**src/rtl/key_cmd_pkg.sv**
```systemverilog
// key_cmd_pkg: key codes, drive directions and FSM state encoding for the keypad command decoder.
package key_cmd_pkg;
  localparam logic [4:0] KEY_NONE  = 5'd31;
  localparam logic [3:0] KEY_FWD   = 4'd10;
  localparam logic [3:0] KEY_BACK  = 4'd11;
  localparam logic [3:0] KEY_LEFT  = 4'd12;
  localparam logic [3:0] KEY_RIGHT = 4'd13;
  localparam logic [3:0] KEY_STOP  = 4'd14;
  localparam logic [3:0] KEY_ENTER = 4'd15;
  typedef logic [2:0] dir_t;
  localparam dir_t DIR_STOP  = 3'd0;
  localparam dir_t DIR_FWD   = 3'd1;
  localparam dir_t DIR_BACK  = 3'd2;
  localparam dir_t DIR_LEFT  = 3'd3;
  localparam dir_t DIR_RIGHT = 3'd4;
  localparam logic [0:0] ST_IDLE  = 1'b0;
  localparam logic [0:0] ST_ENTRY = 1'b1;
  function automatic dir_t dir_of(input logic [3:0] c);
    return (c == KEY_FWD) ? DIR_FWD : (c == KEY_BACK) ? DIR_BACK :
           (c == KEY_LEFT) ? DIR_LEFT : (c == KEY_RIGHT) ? DIR_RIGHT : DIR_STOP;
  endfunction
endpackage

```
**src/rtl/key_press_detect.sv**
```systemverilog
// key_press_detect: debounces scanner codes into one registered press pulse per key press.
module key_press_detect
  import key_cmd_pkg::*;
#(
  parameter int STABLE_CNT = 2
) (
  input  logic       clk,
  input  logic       rst_n,
  input  logic       sample_en,
  input  logic [4:0] key_in,
  output logic       press,
  output logic [3:0] code
);
  localparam int CW = $clog2(STABLE_CNT + 1);
  logic [4:0] k;
  logic [4:0] last;
  logic [CW-1:0] cnt;
  logic [CW-1:0] cnt_nxt;
  logic released;
  // run length saturates so a held key never wraps back into acceptance
  always_comb begin
    k = (key_in > 5'd15) ? KEY_NONE : key_in;
    cnt_nxt = (k == KEY_NONE) ? '0 : (k != last) ? CW'(1) :
              (cnt == CW'(STABLE_CNT)) ? cnt : cnt + 1'b1;
  end
  always_ff @(posedge clk)
    if (!rst_n) begin
      last <= KEY_NONE;
      cnt <= '0;
      released <= 1'b0;
      press <= 1'b0;
      code <= '0;
    end else begin
      press <= 1'b0;
      if (sample_en) begin
        last <= k;
        cnt <= cnt_nxt;
        if (k == KEY_NONE) released <= 1'b1;
        else if (released && cnt_nxt == CW'(STABLE_CNT)) begin
          released <= 1'b0;
          press <= 1'b1;
          code <= k[3:0];
        end
      end
    end
endmodule

```
**src/rtl/key_cmd_decoder.sv**
```systemverilog
// key_cmd_decoder: turns debounced keypad presses into drive direction and two-digit speed commands.
module key_cmd_decoder
  import key_cmd_pkg::*;
#(
  parameter int STABLE_CNT    = 2,
  parameter int TIMEOUT_TICKS = 100
) (
  input  logic       clk,
  input  logic       rst_n,
  input  logic       sample_en,
  input  logic [4:0] key_in,
  output logic [2:0] dir,
  output logic [6:0] speed,
  output logic       cmd_valid,
  output logic       entry_active,
  output logic [6:0] entry_val
);
  localparam int TW = $clog2(TIMEOUT_TICKS + 1);
  logic press;
  logic [3:0] code;
  logic [0:0] state;
  logic two;
  logic digit;
  logic [TW-1:0] ticks;
  key_press_detect #(.STABLE_CNT(STABLE_CNT)) u_det (
    .clk(clk),
    .rst_n(rst_n),
    .sample_en(sample_en),
    .key_in(key_in),
    .press(press),
    .code(code)
  );
  assign digit = code < 4'd10;
  assign entry_active = state == ST_ENTRY;
  always_ff @(posedge clk)
    if (!rst_n) begin
      state <= ST_IDLE;
      dir <= DIR_STOP;
      speed <= '0;
      cmd_valid <= 1'b0;
      entry_val <= '0;
      two <= 1'b0;
      ticks <= '0;
    end else begin
      cmd_valid <= 1'b0;
      if (state == ST_IDLE) begin
        ticks <= '0;
        if (press) begin
          if (digit) begin
            state <= ST_ENTRY;
            entry_val <= {3'b000, code};
            two <= 1'b0;
          end else if (code == KEY_STOP) begin
            dir <= DIR_STOP;
            speed <= '0;
            cmd_valid <= 1'b1;
          end else if (code != KEY_ENTER) begin
            dir <= dir_of(code);
            cmd_valid <= 1'b1;
          end
        end
      end else if (press) begin
        ticks <= '0;
        if (digit) begin
          if (!two) begin
            entry_val <= entry_val * 7'd10 + {3'b000, code};
            two <= 1'b1;
          end
        end else if (code == KEY_ENTER) begin
          speed <= entry_val;
          cmd_valid <= 1'b1;
          state <= ST_IDLE;
          entry_val <= '0;
        end else if (code == KEY_STOP) begin
          state <= ST_IDLE;
          entry_val <= '0;
        end
      end else if (sample_en) begin
        if (ticks == TW'(TIMEOUT_TICKS - 1)) begin
          state <= ST_IDLE;
          entry_val <= '0;
          ticks <= '0;
        end else ticks <= ticks + 1'b1;
      end
    end
endmodule

```
**config.mk**
```make
export PLATFORM = sky130hd
export DESIGN_NAME = key_cmd_decoder
export DESIGN_NICKNAME = d
export VERILOG_FILES = /design/src/rtl/key_cmd_pkg.sv /design/src/rtl/key_press_detect.sv /design/src/rtl/key_cmd_decoder.sv
export SDC_FILE = /design/constraint.sdc
export NUM_CORES = 1
export LEC_CHECK = 0
export ABC_AREA = 1
export BUFFER_PORTS_ARGS = -buffer_cell sky130_fd_sc_hd__buf_2
export CAP_MARGIN = 20
export CORE_ASPECT_RATIO = 0.8
export CORE_MARGIN = 1
export CORE_UTILIZATION = 35
export CTS_CLUSTER_DIAMETER = 40
export DETAILED_ROUTE_END_ITERATION = 10
export GPL_ROUTABILITY_DRIVEN = 0
export PLACE_DENSITY = 0.53
export SYNTH_ARGS = -nofsm -noshare
export SYNTH_HDL_FRONTEND = slang
export SYNTH_HIERARCHICAL = 1
export SYNTH_SLANG_ARGS = --single-unit
```
**constraint.sdc**
```tcl
create_clock -name clk -period 2.16 [get_ports clk]
set_input_delay 0.216 -clock clk [delete_from_list [all_inputs] [get_ports clk]]
set_output_delay 0.216 -clock clk [all_outputs]
set_load 0.005 [all_outputs]
```
Yosys cells after proc, flatten, opt, wreduce, memory -nomap -nowiden
Cells that the tools add are included.
{"block": "totals", "in_bits": 8, "output_inout_bits": 19, "ff_bits": 40}
{"block": "op_classes", "mux": 52, "multipliers": 1, "order_cmp": 2, "reduce_logical": 16, "n_eq_ne": 15, "bitwise_logic": 5, "add_sub_neg": 3}
{"cell": "7-bit 2-to-1 mux", "count": 17}
{"cell": "1-bit 2-to-1 mux", "count": 25}
{"cell": "4-bit equality test, second input constant", "count": 6}
{"cell": "3-bit 2-to-1 mux", "count": 6}
{"cell": "2-bit nonzero test", "count": 7}
{"cell": "4-bit inequality test, second input constant", "count": 3}
{"cell": "4-bit AND reduction", "count": 2}
{"cell": "7-bit by 1-bit adder with 7-bit output, second input constant", "count": 1}
{"cell": "7-bit by 4-bit adder with 7-bit output", "count": 1}
{"cell": "7-bit equality test, second input constant", "count": 1}
{"cell": "7-bit by 3-bit multiplier with 6-bit output, second input constant", "count": 1}
{"cell": "2-bit 2-to-1 mux", "count": 3}
{"cell": "6-bit AND reduction", "count": 1}
{"cell": "3-bit OR reduction", "count": 2}
{"cell": "5-bit equality test, second input constant", "count": 1}
{"cell": "5-bit by 4-bit greater-than comparator with 1-bit output, second input constant", "count": 1}
{"cell": "5-bit 2-to-1 mux", "count": 1}
{"cell": "5-bit inequality test", "count": 1}
{"cell": "1-bit inverter", "count": 5}
{"cell": "2-bit equality test, second input constant", "count": 2}
{"cell": "4-bit < comparator, second input constant", "count": 1}
{"cell": "2-bit AND reduction", "count": 2}
{"cell": "3-bit AND reduction", "count": 1}
{"cell": "2-bit by 1-bit adder with 2-bit output, second input constant", "count": 1}
{"cell": "2 further kinds", "count": 2}

Logic depth before layout (Yosys ltp)
{"block": "logic_depth", "word_depth": 9, "depth_mapped": 14, "depth_no_buf": 14}

Cells and area by module
The synthesis kept the hierarchy.
{"mod": "key_cmd_decoder", "seq_area_each_um2": 540.5, "instances": 1, "cells_per_inst": 225, "area_per_inst_um2": 1594.0}
{"mod": "key_press_detect", "seq_area_each_um2": 260.2, "instances": 1, "cells_per_inst": 113, "area_per_inst_um2": 747.0}

Least setup slack after synthesis
Ideal clock, no wire load.
{"block": "synth_path", "path_kind": "register -> register", "from": "register entry_val[1]", "to": "register entry_val[6]", "period_less_slack_ns": 1.999, "stages_incl_launch_ff": 12, "setup_time_ns": 0.070, "t_arrival_ns": 1.930, "setup_slack_ns": 0.161, "required_ns": 2.090, "path_buffers": 0, "path_cell_list": "dfxtp_1 ha_1 ha_1 inv_1 fa_1 nor2_1 nand3_1 nand2_1 nand3_1 nand2_1 nand3_1 a21oi_1"}
{"block": "synth_between", "elab_chain_len": 6}
{"element": "start, declared", "line_no": "key_cmd_decoder.sv:16", "source": "output logic [6:0] entry_val"}
{"element": "start signal, assigned", "line_no": "key_cmd_decoder.sv:51", "source": "entry_val <= {3'b000, code};"}
{"element": "start signal, assigned", "line_no": "key_cmd_decoder.sv:66", "source": "entry_val <= entry_val * 7'd10 + {3'b000, code};"}
{"element": "7-bit by 3-bit multiplier with 6-bit output", "line_no": "key_cmd_decoder.sv:66"}
{"element": "7-bit by 4-bit adder with 7-bit output", "line_no": "key_cmd_decoder.sv:66"}
{"element": "7-bit 2-to-1 mux", "line_no": "key_cmd_decoder.sv:65", "source": "if (!two) begin"}
{"element": "7-bit 2-to-1 mux", "line_no": "key_cmd_decoder.sv:64", "source": "if (digit) begin"}
{"element": "7-bit 2-to-1 mux", "line_no": "key_cmd_decoder.sv:62", "source": "end else if (press) begin"}
{"element": "7-bit 2-to-1 mux", "line_no": "key_cmd_decoder.sv:46", "source": "if (state == ST_IDLE) begin"}
Every way passes these cells. The select of a mux whose other input is x is not followed.
A chain may end at the register's enable or synchronous reset.

Worst setup path in the final report
Same ends and word-level chain as after synthesis.

==> out/results.ini <==
[drt]
wl_mm = 5.32
viasPerCell = 4.76
met3_length_um = 220
drt_iter0_markers = 77
first_pass_iters = 4
antenna_left = 0
route.detailed.drc = 0
top_layer = met4
wl_met2_mm = 2.22
wl_met1_mm = 2.83
vias = 2150
wl_per_cell_um = 11.8

[finish]
area_delta_synth_final_pct = 14.9
fin_nets = 386
fin_area_sq_um = 2690
layout-drive-gt1-share = 0.171
antenna_cells = 0

[power]
total_power_mw = 1.49
max-vdd-ir-drop_mv = 0.410
powerDensity_nw_per_um2 = 555
p_leak_nw = 1.22

[timing]
drv_slew = 0
hold_viol_final = 0
rsz0062_at_grt = no
finClkSkew_ps = 8.42
finalSetupTns_ps = 0
period_minus_slack_ps = 2000
worst_slack_ps = 161
setup_viol = 0
clock.fmax_mhz = 500
finalCritPeriodShare = 0.925
max-slew-margin-rel = 0.647
worst_pin_slew_ps = 528

[yosys]
synth_edf_count = 0
async_flop_share = 0
yosysSeqAreaShare = 0.342
synth_seq_cells = 40
yosysTopAreaCell = dfxtp_1
syn_inst = 338
synth.top_cells.by_count = nand2_1 (75), inv_1 (50), dfxtp_1 (40), nor2_1 (39), a21oi_1 (22)
yosys-top-cells-area = dfxtp_1 (34%), nand2_1 (12%), inv_1 (8.0%), nor2_1 (6.3%), ha_1 (4.8%)
yosysWarnings = 6
postSynthAreaPerCell_sq_um = 6.93
synth.most_common_cell = nand2_1
synthDistinctLibCells = 37
syn-num-nets = 357
synth_flop_cell = dfxtp_1
netlist.area_leader.share = 0.342
syn_area_sq_um = 2340

[worst_setup_path]
path_max_fanout = 3
slowest_stage = fa_1
cp-start-kind = register
crit_type = reg2reg
cpMostUsedCell = nand2_1
crit_buf_inv = 2
cp-end-kind = register
critPathRequiredTime_ps = 2310
path_delay_family = adder cells
path_cells = ha_1, ha_1, inv_1, fa_1, nor2_2, nand3_1, nand2_1, inv_1, nand2_1, nand2_1, nand3_1, a21oi_1
cp.arrival_ps = 2150
crit_path_max_incr_delay_ps = 440

[job]
drv_cap = 0

[cts]
cts_made_buffers = 5
ctsRootBufferMaster = clkbuf_8
clk_pin_slew_worst_paths_ps = 80
cts_tree = done
clock_latency_ps = 290
clock_sinks = 40
ctsHtreeMaxLevel = 2
post-cts-setup-buffers = 0
clockBufferDepth = 2

[place]
post-place-ws_ps = 144
dp_hpwl_mm = 3.96
portBuffers = 26
post_dp_cell_area_sq_um = 2560

[floorplanning]
initial_core_util = 0.365
dieHeight_um = 75.2
dieArea_sq_um = 7020
ios = 27
rows = 26
coreArea_sq_um = 6410
dieWidth_um = 93.4

[global_routing]
grt-ovfl-total = 0
grt_pass1_wl_mm = 8.89
gr-usage-all-layers = 0.163
antenna_found_initial = 0
grt_max_degree = 19
grt_pass1_vias = 1907

[worst_hold_path]
hold_class = in2reg

[run_status]
status = finished clean

==> worst paths after layout <==
path	startpoint	endpoint	slack [ps]	depth (start not counted)
max	entry_val[1]$_SDFFE_PN0P_	entry_val[6]$_SDFFE_PN0P_	160	12
min	key_in[0]	u_det/last[0]$_SDFFE_PN1P_	240	3
max reg2reg	entry_val[1]$_SDFFE_PN0P_	entry_val[6]$_SDFFE_PN0P_	160	12
min reg2reg	speed[0]$_SDFFE_PN0P_	speed[0]$_SDFFE_PN0P_	460	2
==> repair_timing <==
action,in CTS,in global routing
gates resized for setup,0,3
endpoints found under the setup margin,0,1
hold buffers,0,0
==> area by class of cell <==
| type | instances | area [sq um] |
|---|---|---|
| well taps | 84 | 105 |
| flip-flops and latches | 40 | 803 |
| inverters | 54 | 208 |
| fillers | 667 | 3720 |
| clock inverters | 2 | 38.8 |
| multi-input cells | 237 | 1300 |
| repair buffers | 29 | 153 |
| clock buffers | 6 | 82.6 |
==> registers in the layout, summed over array words and instances (netlist names) <==
name	flops
u_det/code	4
cmd_valid	1
u_det/cnt	2
two	1
dir	3
entry_val	7
u_det/released	1
entry_active	1
ticks	7
u_det/last	5
speed	7
u_det/press	1
==> kinds of logic (layout without fill, tap and decap cells) <==
group | after synthesis | in the layout | synth area share
AND/OR/NAND/NOR | 169 | 169 | 0.336
buffers and inverters | 61 | 91 | 0.104
adder cells (fa/ha/maj) | 11 | 11 | 0.0652
XOR/XNOR | 5 | 5 | 0.0187
AO/OA/AOI/OAI | 52 | 52 | 0.134
flip-flops | 40 | 40 | 0.342
==> cell usage in the layout (no fill, tap or decap), types with 4 or more instances in the layout <==
master / n
nand2_1: 75
inv_1: 50
dfxtp_1: 38
buf_2: 26
ha_1: 9
xor2_1: 4
nor2_1: 38
nor2_2: 5
o21ai_0: 18
a21oi_1: 22
clkbuf_8: 6
nand4_1: 15
nand3_1: 18
nand2_2: 4
==> per-layer routing <==
metal | vias to the layer above | track usage
li1 | 1155 | -
met1 | 958 | 0.230
met2 | 33 | 0.255
met3 | 4 | 0.0333
met4 | 0 | 0.0393
met5 | - | 0
==> per-stage QoR <==
stage / utilization / hold slack [ps] / instances
floorplan: - / 352 / 338
global placement: 0.400 / 452 / 444
detailed placement: 0.400 / 453 / 444
CTS: 0.419 / 227 / 452
global route: 0.420 / 238 / 452
finish: 0.420 / 240 / 452
==> report_power, final <==
part	internal, mW	switching, mW	total [mW]
sequential	0.746	0.00621	0.753
clock	0.378	0.267	0.644
combinational	0.0293	0.0656	0.0949
total	1.15	0.338	1.49
==> worst register-to-register path, delay by kind of cell, from the launching register on <==
kind / cells / cell delay (ps)
fa+ha+maj: 3 / 920
simple gates: 6 / 460
flops: 1 / 320
buf+inv: 2 / 110
compound gates: 1 / 60
Note: power is estimated with default switching activity, not from simulation.
